### src/rtl/seg7_ms_display.sv
// rtl/seg7_ms_display.sv - binary count to 3-digit multiplexed common-anode seven-segment display
// Sequential double-dabble conversion; digit scan paced by an external strobe.
module seg7_ms_display #(
   parameter int unsigned SCAN_DIV = 1
) (
   input  logic       clk,
   input  logic       rst,
   input  logic [7:0] value,
   input  logic       scan_tick,
   output logic [2:0] an,
   output logic [6:0] seg,
   output logic       busy
);

   typedef enum logic {IDLE, CONV} state_t;

   localparam logic [7:0] DIV_LAST = 8'(SCAN_DIV - 1);

   state_t      state;
   logic [7:0]  last_val;
   logic [7:0]  bin;
   logic [11:0] bcd;
   logic [2:0]  iter;
   logic [3:0]  dig_h, dig_t, dig_o;
   logic [1:0]  scan_idx;
   logic [7:0]  div_cnt;

   logic [11:0] bcd_adj;
   logic [19:0] shifted;
   logic [3:0]  cur_digit;
   logic        blank;

   // One double-dabble step: add 3 to nibbles >= 5, then shift {bcd,bin} left.
   always_comb begin
      bcd_adj = bcd;
      for (int i = 0; i < 3; i++) begin
         if (bcd[4*i +: 4] >= 4'd5) begin
            bcd_adj[4*i +: 4] = bcd[4*i +: 4] + 4'd3;
         end
      end
      shifted = {bcd_adj, bin} << 1;
   end

   always_ff @(posedge clk) begin
      if (rst) begin
         state    <= IDLE;
         last_val <= 8'd0;
         bin      <= 8'd0;
         bcd      <= 12'd0;
         iter     <= 3'd0;
         dig_h    <= 4'd0;
         dig_t    <= 4'd0;
         dig_o    <= 4'd0;
         busy     <= 1'b0;
      end else begin
         case (state)
            IDLE: begin
               if (value != last_val) begin
                  last_val <= value;
                  bin      <= value;
                  bcd      <= 12'd0;
                  iter     <= 3'd0;
                  busy     <= 1'b1;
                  state    <= CONV;
               end
            end
            CONV: begin
               bcd  <= shifted[19:8];
               bin  <= shifted[7:0];
               iter <= iter + 3'd1;
               // Digits are only written once the final shift lands, never partially.
               if (iter == 3'd7) begin
                  dig_h <= shifted[19:16];
                  dig_t <= shifted[15:12];
                  dig_o <= shifted[11:8];
                  busy  <= 1'b0;
                  state <= IDLE;
               end
            end
            default: begin
               busy  <= 1'b0;
               state <= IDLE;
            end
         endcase
      end
   end

   always_ff @(posedge clk) begin
      if (rst) begin
         scan_idx <= 2'd0;
         div_cnt  <= 8'd0;
      end else if (scan_tick) begin
         if (div_cnt == DIV_LAST) begin
            div_cnt  <= 8'd0;
            scan_idx <= (scan_idx == 2'd2) ? 2'd0 : scan_idx + 2'd1;
         end else begin
            div_cnt <= div_cnt + 8'd1;
         end
      end
   end

   function automatic logic [6:0] seg_code(input logic [3:0] d);
      case (d)
         4'd0:    seg_code = 7'b1000000;
         4'd1:    seg_code = 7'b1111001;
         4'd2:    seg_code = 7'b0100100;
         4'd3:    seg_code = 7'b0110000;
         4'd4:    seg_code = 7'b0011001;
         4'd5:    seg_code = 7'b0010010;
         4'd6:    seg_code = 7'b0000010;
         4'd7:    seg_code = 7'b1111000;
         4'd8:    seg_code = 7'b0000000;
         4'd9:    seg_code = 7'b0010000;
         default: seg_code = 7'b1111111;
      endcase
   endfunction

   // Leading-zero blanking: ones digit is always lit.
   always_comb begin
      cur_digit = dig_o;
      blank     = 1'b0;
      case (scan_idx)
         2'd0: begin
            cur_digit = dig_o;
            blank     = 1'b0;
         end
         2'd1: begin
            cur_digit = dig_t;
            blank     = (dig_h == 4'd0) && (dig_t == 4'd0);
         end
         default: begin
            cur_digit = dig_h;
            blank     = (dig_h == 4'd0);
         end
      endcase
   end

   always_ff @(posedge clk) begin
      if (rst) begin
         an  <= 3'b110;
         seg <= 7'b1000000;
      end else begin
         an  <= ~(3'b001 << scan_idx);
         seg <= blank ? 7'b1111111 : seg_code(cur_digit);
      end
   end

endmodule

### config.mk
export PLATFORM = sky130hd
export DESIGN_NAME = seg7_ms_display
export DESIGN_NICKNAME = d
export VERILOG_FILES = /design/src/rtl/seg7_ms_display.sv
export SDC_FILE = /design/constraint.sdc
export NUM_CORES = 1
export LEC_CHECK = 0
export ABC_AREA = 0
export ABC_CLOCK_PERIOD_IN_PS = 3400
export CAP_MARGIN = 0
export CELL_PAD_IN_SITES_DETAIL_PLACEMENT = 2
export CELL_PAD_IN_SITES_GLOBAL_PLACEMENT = 2
export CORE_MARGIN = 2
export CORE_UTILIZATION = 41
export CTS_BUF_LIST = sky130_fd_sc_hd__clkbuf_2
export CTS_CLUSTER_SIZE = 40
export DETAILED_ROUTE_END_ITERATION = 7
export GPL_ROUTABILITY_DRIVEN = 0
export GPL_TIMING_DRIVEN = 1
export PLACE_DENSITY_LB_ADDON = 0.1
export SKIP_CTS_REPAIR_TIMING = 1
export SLEW_MARGIN = 20
export SYNTH_ARGS = -nofsm -noshare
export SYNTH_HDL_FRONTEND = slang
export SYNTH_SLANG_ARGS = --single-unit
### constraint.sdc
create_clock -name clk -period 3.4 [get_ports clk]
set_input_delay 0.34 -clock clk [delete_from_list [all_inputs] [get_ports clk]]
set_output_delay 0.34 -clock clk [all_outputs]
set_load 0.02 [all_outputs]
==> results of run 1 <==
-- kinds of logic (layout without fill, tap and decap cells) --
group / after synthesis / in the layout / share of synthesized area
AOI/OAI and AO/OA: 74 / 74 / 0.157
xor gates and xnor gates: 19 / 19 / 0.0548
muxes: 26 / 26 / 0.0919
and+or+nand+nor: 101 / 101 / 0.169
buffers and inverters: 26 / 53 / 0.0375
DFF: 65 / 65 / 0.429
adders and majority gates: 15 / 15 / 0.0618
-- per-layer routing --
| layer | vias to the layer above | track usage | routed length, um |
|---|---|---|---|
| li1 | 1190 | - | - |
| met1 | 1188 | 0.254 | 3660 |
| met2 | 20 | 0.363 | 3900 |
| met3 | 11 | 0.0344 | 136 |
| met4 | 0 | 0.0808 | 136 |
| met5 | - | 0 | 0 |
-- final cells by class --
class,instances,area [um2],share of cell area
Multi-Input combinational cell,235,1620,0.472
Sequential cell,65,1300,0.379
Timing Repair Buffer,24,233,0.0678
Tap cell,99,124,0.0361
Clock buffer,12,60.1,0.0175
Inverter,13,48.8,0.0142
Clock inverter,4,43.8,0.0128
-- synthesized netlist by cell type, types with 2 or more instances --
cell	number	area share
xor2_1	14	0.040
and3_1	2	0.0041
nand4_1	3	0.0062
o21a_1	3	0.0074
a21oi_1	22	0.036
o21ai_0	14	0.023
nor3_1	5	0.0082
o21ai_1	6	0.0099
clkbuf_1	7	0.0087
inv_1	13	0.016
ha_1	15	0.062
nor2b_1	5	0.010
nor3b_1	5	0.012
dfxtp_1	65	0.43
nor4b_1	2	0.0058
nand2_1	26	0.032
nand2b_1	3	0.0062
a22o_1	15	0.043
mux2i_1	22	0.073
xnor2_1	5	0.014
nor4_4	2	0.014
a211oi_1	9	0.022
mux2_2	2	0.0074
nand3_1	7	0.012
buf_2	4	0.0066
nor2_1	34	0.042
nor4_1	2	0.0041
-- worst min-delay path, cell delays in order, from the launching register on --
cell and delay (ns):
dfxtp_1 0.36, nand3_1 0.07, a21oi_1 0.06
-- state kept, by name, indices dropped and copies added (netlist names) --
name,flops
an,3
bcd,12
bin,8
busy,1
dig_h,4
dig_o,4
dig_t,4
div_cnt,8
iter,3
last_val,8
scan_idx,2
seg,7
state,1
-- report_power, final --
group | total, W | leakage (nW) | switching [W] | internal, W
sequential | 0.000823 | 0.531 | 0.0000292 | 0.000793
combinational | 0.000166 | 0.838 | 0.0000920 | 0.0000738
clock | 0.000469 | 0.0734 | 0.000294 | 0.000175
total | 0.00146 | 1.44 | 0.000415 | 0.00104
-- metrics by stage --
stage / std cells / total power, W / hold slack (ns)
floorplan: 326 / 0.000935 / 0.441
global placement: 436 / 0.000997 / 0.464
detailed placement: 436 / 0.00101 / 0.473
CTS: 452 / 0.00148 / 0.484
global route: 452 / 0.00152 / 0.500
finish: 452 / 0.00146 / 0.496
-- placed cells by master, fill, tap and decap left out, drive strengths merged, types with 2 or more instances in the layout --
cell type,count
a211oi,9
a21oi,22
a22o,15
and3,2
buf,3
clkbuf,12
clkdlybuf4s50,21
clkinv,3
dfxtp,65
ha,15
inv,13
mux2,2
mux2i,24
nand2,27
nand2b,3
nand3,7
nand4,3
nor2,34
nor2b,5
nor3,5
nor3b,5
nor4,4
nor4b,2
o21a,3
o21ai,21
xnor2,5
xor2,14
-- how the worst max path moves through the flow --
stage	slack (ns)	startpoint	end
floorplan	1.39	scan_idx[1]	seg[0]
global placement	0.91	scan_idx[0]	seg[0]
detailed placement	0.78	scan_idx[0]	seg[0]
CTS	0.78	scan_idx[0]	seg[0]
global route	0.53	scan_idx[0]	seg[0]
finish	0.79	scan_idx[0]	seg[0]
==> results.py, run 1 <==
metrics = {
    "routing": {
        "drt_iter0_drc": 71,
        "drt.antenna.violating_nets": 0,
        "via_count": 2409,
        "remaining_drc_errors": 0,
        "dr.pass1.iters": 4,
        "via_per_inst": 5.33,
        "wirelength_um": 7830,
        "wire_per_inst_um": 17.3,
    },
    "job": {
        "drv_cap": 0,
    },
    "critical_path": {
        "end_kind": "flip-flop",
        "ff2ff_path_depth": 8,
        "rrSetupSlack_ns": 0.79,
        "cp_cell_sequence": "mux2_2, mux2i_2, ha_1, nor2b_1, o32ai_1, o21ai_0, o21ai_0, a21oi_1",
        "arrival_ns": 3.08,
        "crit_fanout": 13,
        "cp_slowest_cell": "dfxtp_1",
        "path_buf_inv": 0,
        "critPathKind": "reg2reg",
        "path_common_cell": "o21ai_0",
        "cp.depth": 8,
        "reg2reg_from": "scan_idx[0]",
        "path_delay_family": "multiplexers",
        "slowest_delay_ns": 0.66,
        "cp.required_ns": 3.87,
        "timing.rr.end": "seg[0]",
        "worst_setup_path_start_kind": "flip-flop",
    },
    "final_layout": {
        "diodes": 0,
        "final_util": 0.476,
        "drive_gt1_frac": 0.0737,
        "final_design_area_no_fill_mm2": 0.00343,
        "nFillCells": 817,
        "area_growth_pct": 13.0,
        "num-nets-final": 374,
    },
    "global_routing": {
        "grt_max_degree": 17,
        "antenna_found_initial": 0,
        "overflow": 0,
        "grt_pass1_vias": 2584,
        "grt_pass1_wl_um": 13400,
        "grt.total_usage": 0.207,
    },
    "clock_tree": {
        "cts_num_sinks": 65,
        "cts_max_level": 3,
        "path_clk_slew_ns": 0.21,
        "ctsRootBufferMaster": "clkbuf_2",
        "cts_tree": "built",
        "cts.path.max_buffers": 2,
        "cts_buffers": 9,
        "clock_latency_ns": 0.52,
    },
    "sta": {
        "min_period_ns": 2.61,
        "rsz0062_at_grt": "no",
        "fmax_mhz": 384,
        "slew_headroom": 0.362,
        "hold_viol_final": 0,
        "tightest_slew_ns": 0.957,
        "timing.final.ws_setup_ns": 0.793,
        "slew_viol_final": 0,
        "setup_violations": 0,
        "fin_skew_ns": 0.0301,
        "post-route-period-util": 0.767,
        "tns_ns": 0,
    },
    "worst_hold_path": {
        "hold_class": "reg2reg",
        "holdPathEnd": "dig_o[0]",
        "worstHoldStart": "bin[7]",
        "holdPathStages": 2,
    },
    "logic_synthesis": {
        "ys_warn_count": 0,
        "synth_flop_cell": "dfxtp_1",
        "synth-seq-cells": 65,
        "synth_fp_nets": 352,
        "ys_types": 41,
        "synthCells": 326,
        "synth_edf_count": 0,
        "avgSynthCellArea_um2": 9.31,
        "seq_area_frac_synth": 0.429,
        "syn-cell-area_mm2": 0.00304,
        "synthArstFlopShare": 0,
    },
    "die": {
        "die_y_um": 90.1,
        "io_pins": 22,
        "core_area_mm2": 0.00721,
        "die_w_um": 90.1,
        "initial_core_util": 0.421,
        "dieArea_mm2": 0.00811,
        "rows": 31,
    },
    "placement": {
        "hpwl_um": 5670,
        "port-buffer-count": 21,
        "placed_area_mm2": 0.00333,
        "dp_slack_ns": 0.780,
    },
    "power": {
        "irDropWorstVdd_uv": 182,
        "p_per_area_mw_per_mm2": 425,
        "power_leakage_nw": 1.44,
    },
    "outcome": {
        "status": "finished, final reports clean",
    },
}
Note: power is estimated with default switching activity, not from simulation.
==> inputs of run 2 (changes only) <==
Settings changed: ABC_CLOCK_PERIOD_IN_PS 3400 to 2390, CORE_UTILIZATION 41 to 35.
Clock period 3.4 ns to 2.39 ns, I/O delays scaled along.
==> results.py, run 2 (synthesis gave the netlist of run 1 again) <==
metrics = {
    "sta": {
        "fin_skew_ns": 0.0212,
        "fmax_mhz": 464,
        "timing.final.ws_setup_ns": 0.236,
        "tightest_slew_ns": 0.932,
        "hold_viol_final": 0,
        "min_period_ns": 2.15,
        "slew_viol_final": 0,
        "tns_ns": 0,
        "setup_violations": 0,
        "post-route-period-util": 0.901,
        "rsz0062_at_grt": "no",
        "slew_headroom": 0.376,
    },
    "power": {
        "intPower_w": 0.00137,
        "clkPwrFrac": 0.277,
        "switching_share": 0.295,
        "power_leakage_nw": 1.46,
        "p_per_area_mw_per_mm2": 562,
        "pwr-share-seq": 0.595,
        "pwr-share-comb": 0.128,
        "finalPower_w": 0.00195,
        "irDropWorstVdd_uv": 220,
        "switchingPower_w": 0.000574,
    },
    "placement": {
        "hpwl_um": 5620,
        "dp_slack_ns": 0.141,
        "port-buffer-count": 21,
    },
    "die": {
        "initial_core_util": 0.366,
        "io_pins": 22,
        "dieArea_mm2": 0.00944,
        "die_w_um": 97.1,
        "die_y_um": 97.1,
        "core_area_mm2": 0.00830,
        "rows": 33,
    },
    "critical_path": {
        "path_common_cell": "o21ai_0",
        "rrSetupSlack_ns": 0.24,
        "cp_cell_sequence": "mux2i_1, o21a_1, inv_1, ha_1, nor2b_1, o32ai_1, o21ai_0, o21ai_0, a21oi_1",
        "slowest_delay_ns": 0.44,
        "reg2reg_from": "scan_idx[0]",
        "cp_slowest_cell": "dfxtp_2",
        "end_kind": "flip-flop",
        "ff2ff_path_depth": 9,
        "worst_setup_path_start_kind": "flip-flop",
        "cp.required_ns": 2.77,
        "crit_fanout": 7,
        "critPathKind": "reg2reg",
        "arrival_ns": 2.53,
        "timing.rr.end": "seg[3]",
    },
    "worst_hold_path": {
        "worstHoldStart": "value[0]",
        "hold_class": "in2reg",
        "holdPathStages": 3,
        "holdPathEnd": "bin[0]",
    },
    "routing": {
        "wire_per_inst_um": 16.1,
        "via_count": 2420,
        "drt.antenna.violating_nets": 0,
        "remaining_drc_errors": 0,
        "wirelength_um": 7490,
        "via_per_inst": 5.22,
        "dr.pass1.iters": 4,
        "drt_iter0_drc": 49,
    },
    "clock_tree": {
        "clock_latency_ns": 0.50,
        "cts_max_level": 3,
        "path_clk_slew_ns": 0.19,
        "ctsRootBufferMaster": "clkbuf_2",
        "cts_tree": "built",
        "cts.path.max_buffers": 2,
        "cts_num_sinks": 65,
        "cts_buffers": 9,
    },
    "final_layout": {
        "final_util": 0.418,
        "drive_gt1_frac": 0.0947,
        "area_growth_pct": 14.2,
        "final_cell_mix": "dfxtp_1, nor2_1, nand2_1",
        "final_common_cell": "dfxtp_1",
        "num-nets-final": 380,
        "nFillCells": 941,
        "largest_reg_flops": 12,
        "largest_register": "bcd",
        "diodes": 0,
    },
    "global_routing": {
        "grt.total_usage": 0.170,
        "grt_pass1_vias": 2700,
        "grt_max_degree": 24,
        "overflow": 0,
        "grt_pass1_wl_um": 13100,
        "antenna_found_initial": 0,
    },
    "outcome": {
        "status": "finished, final reports clean",
    },
    "job": {
        "drv_cap": 0,
    },
}
==> run 2: final cells by class <==
class	instances	area, um2	share of cell area
Timing Repair Buffer	30	278	0.0801
Sequential cell	65	1300	0.376
Clock inverter	6	35.0	0.0101
Clock buffer	10	50.0	0.0144
Tap cell	105	131	0.0379
Inverter	13	48.8	0.0141
Multi-Input combinational cell	235	1620	0.468
==> run 2: worst max-delay path, delay by kind of cell (launching register included) <==
| family | cells | cell delay (ns) |
|---|---|---|
| AO/OA/AOI/OAI | 5 | 0.95 |
| flip-flops | 1 | 0.44 |
| adder cells (fa/ha/maj) | 1 | 0.22 |
| multiplexers | 1 | 0.20 |
| AND/OR/NAND/NOR | 1 | 0.13 |
| buffers and inverters | 1 | 0.10 |
==> run 2: power groups by stage <==
stage	sequential [W]	combinational [W]	clock (W)
2_1_floorplan	0.00119	0.000138	0
3_3_place_gp	0.00118	0.000248	0
3_5_place_dp	0.00118	0.000254	0
4_1_cts	0.00116	0.000255	0.000576
5_1_grt	0.00117	0.000276	0.000618
6_report	0.00116	0.000249	0.000540
==> run 2: stage by stage <==
| step | hold WS (ns) | instances | area (um2) |
|---|---|---|---|
| 2_1_floorplan | 0.376 | 326 | 3040 |
| 3_3_place_gp | 0.464 | 448 | 3380 |
| 3_5_place_dp | 0.475 | 448 | 3380 |
| 4_1_cts | 0.385 | 464 | 3470 |
| 5_1_grt | 0.401 | 464 | 3470 |
| 6_report | 0.425 | 464 | 3470 |
==> run 2: per-layer routing <==
metal  track usage  part of all wire  vias up
li1              -                 -     1201
met1         0.205              0.46     1187
met2         0.301              0.50       21
met3        0.0388             0.024       11
met4        0.0488             0.013        0
met5             0                 0        -
==> run 2: worst max-delay path by stage <==
stage,startpoint,to,cells past startpoint
after global routing,scan_idx[0],seg[3],9
after floorplan,scan_idx[1],seg[0],10
after detailed placement,scan_idx[0],seg[3],9
final,scan_idx[0],seg[3],9
after CTS,scan_idx[0],seg[3],9
after global placement,scan_idx[0],seg[3],9
==> inputs of run 3 (changes only) <==
Settings changed: CTS_CLUSTER_SIZE 40 to not set.
==> results of run 3 <==
The final DEF is identical to that of run 2; final timing and power are the same.
